`config.mk`:
```
export PLATFORM = sky130hd
export DESIGN_NAME = ps2_tx
export DESIGN_NICKNAME = d
export VERILOG_FILES = /design/src/rtl/ps2_pkg.sv /design/src/rtl/ps2_sync.sv /design/src/rtl/ps2_tx.sv
export SDC_FILE = /design/constraint.sdc
export NUM_CORES = 1
export LEC_CHECK = 0
export CORE_ASPECT_RATIO = 0.75
export CORE_UTILIZATION = 59
export DETAILED_ROUTE_END_ITERATION = 12
export PLACE_DENSITY = 0.8
export SLEW_MARGIN = 20
export SYNTH_ARGS = -nofsm -noshare
export SYNTH_HDL_FRONTEND = slang
export SYNTH_SLANG_ARGS = --single-unit
```
`constraint.sdc`:
```
create_clock -name clock -period 3.35 [get_ports clock]
set_clock_uncertainty 0.2 [all_clocks]
set_input_delay 0.67 -clock clock [delete_from_list [all_inputs] [get_ports clock]]
set_output_delay 0.67 -clock clock [all_outputs]
set_load 0.01 [all_outputs]
```
`src/rtl/ps2_pkg.sv`:
```
// Shared PS/2 definitions: transmitter state encoding, default timing and parity helper.
package ps2_pkg;

  typedef enum logic [2:0] {
    IDLE,
    INHIBIT,
    REQ,
    BITS,
    ACK,
    RELEASE
  } ps2_tx_state_t;

  localparam int unsigned INHIBIT_CYCLES_DEF = 2500;
  localparam int unsigned FIRST_TIMEOUT_DEF  = 375000;
  localparam int unsigned EDGE_TIMEOUT_DEF   = 50000;

  function automatic logic odd_parity(input logic [7:0] b);
    return ~^b;
  endfunction

endpackage

```
`src/rtl/ps2_sync.sv`:
```
// Two-flop synchronizer for the PS/2 clock/data pins plus device-clock falling-edge detect.
module ps2_sync (
  input  logic clock,
  input  logic reset,
  input  logic ps_clk_i,
  input  logic ps_dat_i,
  output logic clk_s,
  output logic dat_s,
  output logic fall
);

  logic [1:0] clk_q;
  logic [1:0] dat_q;
  logic       clk_prev;

  always_ff @(posedge clock) begin
    if (reset) begin
      clk_q    <= '1;
      dat_q    <= '1;
      clk_prev <= 1'b1;
    end else begin
      clk_q    <= {clk_q[0], ps_clk_i};
      dat_q    <= {dat_q[0], ps_dat_i};
      clk_prev <= clk_q[1];
    end
  end

  assign clk_s = clk_q[1];
  assign dat_s = dat_q[1];
  assign fall  = clk_prev & ~clk_q[1];

endmodule

```
`src/rtl/ps2_tx.sv`:
```
// Host-to-device PS/2 command transmitter: inhibit, request-to-send, 11-bit frame, ACK check.
module ps2_tx
  import ps2_pkg::*;
#(
  parameter int unsigned INHIBIT_CYCLES = INHIBIT_CYCLES_DEF,
  parameter int unsigned FIRST_TIMEOUT  = FIRST_TIMEOUT_DEF,
  parameter int unsigned EDGE_TIMEOUT   = EDGE_TIMEOUT_DEF
) (
  input  logic       clock,
  input  logic       reset,
  input  logic       start,
  input  logic [7:0] data,
  input  logic       ps_clk_i,
  input  logic       ps_dat_i,
  output logic       ps_clk_oe,
  output logic       ps_dat_oe,
  output logic       busy,
  output logic       done,
  output logic       ack_ok,
  output logic       error
);

  localparam logic [18:0] INH_LOAD   = 19'(INHIBIT_CYCLES - 1);
  localparam logic [18:0] FIRST_LOAD = 19'(FIRST_TIMEOUT);
  localparam logic [18:0] EDGE_LOAD  = 19'(EDGE_TIMEOUT);

  ps2_tx_state_t state;
  logic [18:0]   cnt;
  logic [3:0]    bitcnt;
  logic [9:0]    sh;
  logic          clk_s;
  logic          dat_s;
  logic          fall;

  ps2_sync u_sync (
    .clock    (clock),
    .reset    (reset),
    .ps_clk_i (ps_clk_i),
    .ps_dat_i (ps_dat_i),
    .clk_s    (clk_s),
    .dat_s    (dat_s),
    .fall     (fall)
  );

  assign busy = (state != IDLE);

  always_ff @(posedge clock) begin
    if (reset) begin
      state     <= IDLE;
      cnt       <= '0;
      bitcnt    <= '0;
      sh        <= '0;
      ps_clk_oe <= 1'b0;
      ps_dat_oe <= 1'b0;
      done      <= 1'b0;
      ack_ok    <= 1'b0;
      error     <= 1'b0;
    end else begin
      done <= 1'b0;
      unique case (state)
        IDLE: begin
          ps_clk_oe <= 1'b0;
          ps_dat_oe <= 1'b0;
          if (start) begin
            sh        <= {1'b1, odd_parity(data), data};
            ack_ok    <= 1'b0;
            error     <= 1'b0;
            cnt       <= INH_LOAD;
            bitcnt    <= '0;
            ps_clk_oe <= 1'b1;
            state     <= INHIBIT;
          end
        end
        INHIBIT: begin
          // Start bit goes low one cycle before the clock is released.
          if (cnt == '0) begin
            ps_clk_oe <= 1'b0;
            ps_dat_oe <= 1'b1;
            cnt       <= FIRST_LOAD;
            state     <= REQ;
          end else begin
            if (cnt == 19'd1) ps_dat_oe <= 1'b1;
            cnt <= cnt - 19'd1;
          end
        end
        REQ, BITS: begin
          if (fall) begin
            ps_dat_oe <= ~sh[0];
            sh        <= {1'b0, sh[9:1]};
            bitcnt    <= (state == REQ) ? 4'd1 : bitcnt + 4'd1;
            cnt       <= EDGE_LOAD;
            if (state == REQ) state <= BITS;
            else if (bitcnt == 4'd9) state <= ACK;
          end else if (cnt == '0) begin
            ps_clk_oe <= 1'b0;
            ps_dat_oe <= 1'b0;
            error     <= 1'b1;
            done      <= 1'b1;
            state     <= IDLE;
          end else begin
            cnt <= cnt - 19'd1;
          end
        end
        ACK: begin
          ps_dat_oe <= 1'b0;
          if (fall) begin
            if (dat_s) error  <= 1'b1;
            else       ack_ok <= 1'b1;
            cnt   <= EDGE_LOAD;
            state <= RELEASE;
          end else if (cnt == '0) begin
            ps_clk_oe <= 1'b0;
            error     <= 1'b1;
            done      <= 1'b1;
            state     <= IDLE;
          end else begin
            cnt <= cnt - 19'd1;
          end
        end
        RELEASE: begin
          ps_dat_oe <= 1'b0;
          if (clk_s && dat_s) begin
            done  <= 1'b1;
            state <= IDLE;
          end else if (cnt == '0) begin
            ps_clk_oe <= 1'b0;
            error     <= 1'b1;
            done      <= 1'b1;
            state     <= IDLE;
          end else begin
            cnt <= cnt - 19'd1;
          end
        end
        default: begin
          ps_clk_oe <= 1'b0;
          ps_dat_oe <= 1'b0;
          state     <= IDLE;
        end
      endcase
    end
  end

endmodule

```
== Word level (Yosys, flattened, before mapping) ==
Cells that the tools add are included.

* Bits in registers: 46
* Input port bits: 13
* Output and inout bits: 6
* Logic and storage cells: 100

* Add/subtract/negate cells: 2
* Eq/ne operators: 19
* Muxes and demuxes: 46
* Bitwise operators: 3
* Reductions and logical operators: 18

{| class="wikitable"
|+ Operators by type and width
! cell !! count
|-
| 19-bit two-way mux || 5
|-
| 19-bit one-hot mux with 4 select lines || 1
|-
| 3-bit two-way mux || 8
|-
| 10-bit two-way mux || 2
|-
| 10-bit one-hot mux with 2 select lines || 1
|-
| 19-bit by 1-bit == test with 1-bit output, second input constant || 1
|-
| 19-bit zero test || 1
|-
| 1-bit two-way mux || 19
|-
| 19-bit by 1-bit subtractor with 19-bit output, second input constant || 1
|-
| 2-bit inequality test, second input constant || 8
|-
| 3-bit one-hot mux with 5 select lines || 1
|-
| 4-bit two-way mux || 3
|-
| 3-bit AND reduction || 3
|-
| 1-bit one-hot mux with 4 select lines || 2
|-
| 4-bit one-hot mux with 2 select lines || 1
|-
| 4-bit nonzero test || 2
|-
| 8-bit XNOR reduction || 1
|-
| 3-bit by 2-bit == test with 1-bit output, second input constant || 2
|-
| 3-bit == test, second input constant || 2
|-
| 3-bit inequality test, second input constant || 2
|-
| 1-bit one-hot mux with 2 select lines || 3
|-
| 5-bit AND reduction || 1
|-
| 4-bit by 1-bit adder with 4-bit output, second input constant || 1
|-
| 4-bit == test, second input constant || 1
|-
| other kinds (13) || 16
|}

== Longest topological paths before layout ==
* Depth in word-level cells: 5
* Mapped depth: 11
* Depth with buffers taken out: 9

== Modules after synthesis ==
Synthesis repeated with hierarchy kept, for this count alone.

* Cells, all modules: 373
* Area total of the unflattened synthesis: 2,887.8 um2

{| class="wikitable"
|+ Modules (own cells, without submodules)
! module !! times used !! cells an instance !! area an instance (um2) !! seq. area each (um2)
|-
| ps2_tx || 1 || 362 || 2,750.1 || 820.8
|-
| ps2_sync || 1 || 11 || 137.6 || 100.1
|}

== Worst setup path before layout ==
OpenSTA, ideal clock, no wires.

* Path kind: register -> register
* From: register cnt[7]
* To: register cnt[0]
* Setup time: 0.086 ns
* Data arrival time: 2.125 ns
* Required time: 3.064 ns
* Slack: 0.939 ns
* Cell stages (with the launch flop): 12
* Path buffers: 3
* Clock period less this slack: 2.411 ns
* Cell sequence: dfxtp_1 -> nor4_1 -> and3_1 -> buf_4 -> and3_4 -> inv_2 -> buf_6 -> buf_6 -> ha_1 -> o21ai_0 -> a21oi_1 -> a211oi_1

* Word-level cells in the longest chain between the ends: 4
* Elaborated cells on any way between the ends: 6
* Those cells by class: 5 x mux; 1 x reduce/logical

{| class="wikitable"
|+ Ends and longest elaborated chain
! element !! line !! RTL
|-
| from (decl) || ps2_tx.sv:28 || <nowiki>logic [18:0] cnt;</nowiki>
|-
| from (signal assigned) || ps2_tx.sv:83 || <nowiki>cnt <= cnt - 19'd1;</nowiki>
|-
| from (signal assigned) || ps2_tx.sv:101 || <nowiki>cnt <= cnt - 19'd1;</nowiki>
|-
| from (signal assigned) || ps2_tx.sv:117 || <nowiki>cnt <= cnt - 19'd1;</nowiki>
|-
| 19-bit zero test (*) || -- ||
|-
| 19-bit two-way mux || -- ||
|-
| 19-bit two-way mux, on equally long branches || -- ||
|-
| 19-bit one-hot mux with 4 select lines (*) || ps2_tx.sv:60 || <nowiki>unique case (state)</nowiki>
|}

Mark *: on every way between the ends. The rest lies on a longest branch, timed or not. The select of a mux whose other input is x is not followed.
A chain may end at the register's enable or synchronous reset.

== Worst setup path in the final report ==
* From: register state[1]
* To: register state[1]

* Word-level cells in the longest chain between the ends: 4
* Elaborated cells on any way between the ends: 17
* Those cells by class: 8 x eq/ne; 6 x mux; 3 x reduce/logical

{| class="wikitable"
|+ Ends and longest elaborated chain
! element !! line !! RTL
|-
| from (decl) || ps2_tx.sv:27 || <nowiki>ps2_tx_state_t state;</nowiki>
|-
| from (signal assigned) || ps2_tx.sv:49 || <nowiki>state <= IDLE;</nowiki>
|-
| from (signal assigned) || ps2_tx.sv:71 || <nowiki>state <= INHIBIT;</nowiki>
|-
| from (signal assigned) || ps2_tx.sv:80 || <nowiki>state <= REQ;</nowiki>
|-
| 3-bit by 2-bit == test with 1-bit output, on equally long branches || ps2_tx.sv:60, ps2_tx.sv:92 ||
|-
| 3-bit two-way mux or 2-bit OR reduction (tied branches) || ps2_tx.sv:92, ps2_tx.sv:60 ||
|-
| 3-bit two-way mux or 4-bit inequality test (tied branches) || -- ||
|-
| 3-bit one-hot mux with 5 select lines or 3-bit AND reduction (tied branches) || -- ||
|}

Several ways; a longest one is shown, not always the timed one.

==> summary.md <==
| Metric | Value |
|---|---|
| Worst hold-check path type | reg -> reg |
| Post-Synthesis Cells | 358 |
| Pwr Total | 2.12 mW |
| Final Cell Area | 0.00309 mm^2 |
| Critical Path AT | 2860 ps |
| WHS Endpoint | u_sync.dat_q[1] |
| IO Count | 19 |
| Number of diodes | 0 |
| Worst setup SP type | flip-flop |
| Drt initial violations | 407 |
| Worst reg-to-reg setup slack | 500 ps |
| Vias post-DR | 2707 |
| Vias in the first global route | 2360 |
| FF+latch count, synth | 46 |
| Distinct cells, synth | 57 |
| Largest net degree at the start of global routing | 31 |
| Sequential area share after synthesis | 0.326 |
| Met3 wire length | 652 um |
| Hold path start | u_sync.dat_q[0] |
| GRT Util Overall | 0.299 |
| Total die area | 0.00507 mm^2 |
| Max_slew headroom | 0.578 |
| Die H | 61.9 um |
| First-pass GRT wire length | 11300 um |
| Total clock sinks | 46 |
| Fraction of registers with async set/reset | 0 |
| Hold Fails Final Rpt | 0 |
| Setup bufs post-CTS | 0 |
| Fraction of layout cells with a size suffix above 1 | 0.0734 |
| Nets@finish | 391 |
| Clk Latency, worst-skew pair | 300 ps |
| Std-Cell Rows | 21 |
| Clock Tree Root | clkbuf_8 |
| Final GP Congestion | 0.909 |
| Reg-to-Reg End | state[1] |
| Critical path type | reg -> reg |
| CTS tree | yes |
| Die X-Extent | 81.9 um |
| Vias per inst | 6.37 |
| Fill count | 399 |
| # port buffers | 18 |
| # setup viols final | 0 |
| FF-to-FF Start | state[1] |
| WL met2 | 2860 um |
| Reg clk slew, reported paths | 80 ps |
| Crit. End Element | flip-flop |
| Placed Area | 0.00301 mm^2 |
| Status | finished, final reports clean |
| Core area | 0.00452 mm^2 |
| Num CTS Buffers | 5 |
| Critical Path Max Stage Delay | 700 ps |
| Total gr overflow | 0 |
| Worst Tran Pin Value | 633 ps |
| Worst hold slack | 220 ps |
| Leakage | 1.12 nW |
| Final setup margin | 503 ps |
| Post-CTS Hold Fix Bufs | 0 |
| Yosys Warn Count | 0 |
| Post-synth EDFFs | 0 |
| Cell count of the worst hold path | 1 |
| CTS H-tree lvls | 2 |
| Critical path's top delay family | compound AO/OA/AOI/OAI gates |
| Wire length per cell | 16.4 um |
| Required @ worst endpoint | 3360 ps |
| Post-synthesis area per instance | 7.89 um^2 |
| Max FO, Critical Path | 17 |
| Post-cts resize count | 0 |
| Longest Clk Path Bufs | 2 |
| Worst path cell trace | ha_1 -> nand3b_1 -> a31oi_1 -> o22ai_1 -> o21ai_1 -> a21oi_1 -> o32ai_1 |
| Initial antenna violation count | 0 |
| Crit path max-delay cell type | dfxtp_1 |
| Synth Net Count | 380 |
| Dpl ws | 539 ps |
| Starting density of the core | 0.625 |
| Met1 wire length | 3300 um |
| Routed wire length | 6960 um |
| Area growth from synthesis to layout | 9.52% |
| Max Fclk | 351 MHz |
| RSZ-0062 raised after global routing | no |
| Antenna Nets Post-Route | 0 |
| Power Density | 684 mW/mm^2 |
| Post-layout min period | 2850 ps |
| Final Cycle Share | 0.850 |
| Total of max-cap violations | 0 |
| Crit path buf inv count | 0 |
| DR top layer | met4 |
| Peak supply drop | 407 uV |
| Ys flop type | dfxtp_1 |
| Post-DP HPWL | 4950 um |
| Setup TNS | 0 ps |
| DRC Markers | 0 |
| Synth Cell Area | 0.00283 mm^2 |
| Worst r2r path cells | 7 |
| DR pass1 iterations | 6 |
| Max-slew violations | 0 |
-- final cells by class --
cell class,instances,area [um^2],share of cell area
multi-input combinational,281,1750,0.565
inverter,10,37.5,0.0121
tap,57,71.3,0.0230
clock buffer,6,82.6,0.0267
sequential,46,921,0.298
timing repair buffer,25,233,0.0752
-- worst max path at each step --
stage / startpoint / to / slack [ps] / cells past startpoint
global placement: start / cnt[16] / 610 / 7
global route: state[1] / state[1] / 280 / 7
finish: state[1] / state[1] / 500 / 7
detailed placement: start / cnt[16] / 540 / 7
CTS: state[1] / state[1] / 570 / 7
floorplan: cnt[7] / cnt[0] / 940 / 11
-- cells in the mapped netlist (2+ instances only) --
library cell | n | area, um^2
a211oi_1 | 14 | 105
or2_2 | 6 | 37.5
o21ai_1 | 3 | 15.0
clkbuf_1 | 13 | 48.8
ha_1 | 9 | 113
a22o_1 | 2 | 17.5
xnor2_1 | 7 | 61.3
nand2b_1 | 4 | 25.0
inv_1 | 9 | 33.8
or3_1 | 5 | 31.3
a21oi_1 | 32 | 160
mux2i_1 | 11 | 110
a22oi_1 | 3 | 22.5
nand2_1 | 21 | 78.8
a21o_1 | 4 | 30.0
nor2_1 | 45 | 169
nand3_1 | 11 | 55.1
nor2b_1 | 8 | 50.1
o22ai_1 | 2 | 12.5
nor4_1 | 3 | 18.8
nand4b_1 | 3 | 26.3
nor3_1 | 18 | 90.1
o41ai_1 | 3 | 26.3
o21ai_0 | 15 | 75.1
buf_4 | 2 | 15.0
dfxtp_1 | 46 | 921
a311oi_1 | 2 | 17.5
xor2_1 | 4 | 35.0
nand4_1 | 3 | 18.8
and2_1 | 4 | 25.0
buf_6 | 4 | 45.0
o2111ai_1 | 2 | 17.5
o32ai_1 | 3 | 26.3
nand3b_1 | 4 | 30.0
a31oi_1 | 10 | 62.6
o31ai_1 | 2 | 15.0
-- metrics by stage --
step                std cells   util
global route              425  0.685
finish                    425  0.685
detailed placement        419  0.666
global placement          419  0.666
CTS                       425  0.685
floorplan                 358      -
-- registers in the layout, summed over array words and instances, names as in the netlist, 2 cells and up --
signal        count
u_sync.dat_q      2
u_sync.clk_q      2
sh               10
cnt              19
bitcnt            4
state             3
-- placed cells by master (no fill, tap or decap), types with 3 or more instances in the layout --
cell type,synthesis,routed
nand2_1,21,21
o21ai_0,15,15
nand3_1,11,11
clkbuf_8,0,6
and2_1,4,4
a31oi_1,10,10
nor4_1,3,3
ha_1,9,9
nand3b_1,4,4
nor3_1,18,18
o41ai_1,3,3
clkdlybuf4s50_1,0,18
a211oi_1,14,14
nand4_1,3,3
a22oi_1,3,3
o32ai_1,3,3
o21ai_1,3,3
buf_4,2,7
or2_2,6,6
inv_1,9,9
nand4b_1,3,3
nor2b_1,8,8
a21oi_1,32,32
xor2_1,4,4
a21o_1,4,4
dfxtp_1,46,46
mux2i_1,11,11
nor2_1,45,45
xnor2_1,7,7
nand2b_1,4,4
or3_1,5,5
-- metal layers --
metal	track usage	vias to the layer above
li1	-	1324
met1	0.428	1214
met2	0.456	153
met3	0.0701	16
met4	0.0752	0
met5	0	-
-- logic make-up (layout without fill, tap and decap cells) --
family | count (synthesis) | after routing | synth area share
XOR/XNOR | 11 | 11 | 0.0341
flip-flops | 46 | 46 | 0.326
AND/OR/NAND/NOR | 142 | 142 | 0.259
AO/OA/AOI/OAI | 107 | 107 | 0.244
adder cells (fa/ha/maj) | 9 | 9 | 0.0399
multiplexers | 12 | 12 | 0.0430
buffers and inverters | 31 | 41 | 0.0549
-- report_power, final --
group,internal [mW],switching [mW],leakage [nW],total [mW]
registers,0.639,0.110,0.377,0.749
logic,0.403,0.622,0.701,1.02
clock network,0.159,0.183,0.0431,0.342
total,1.20,0.915,1.12,2.12
Power figures use the tool's default switching activity.
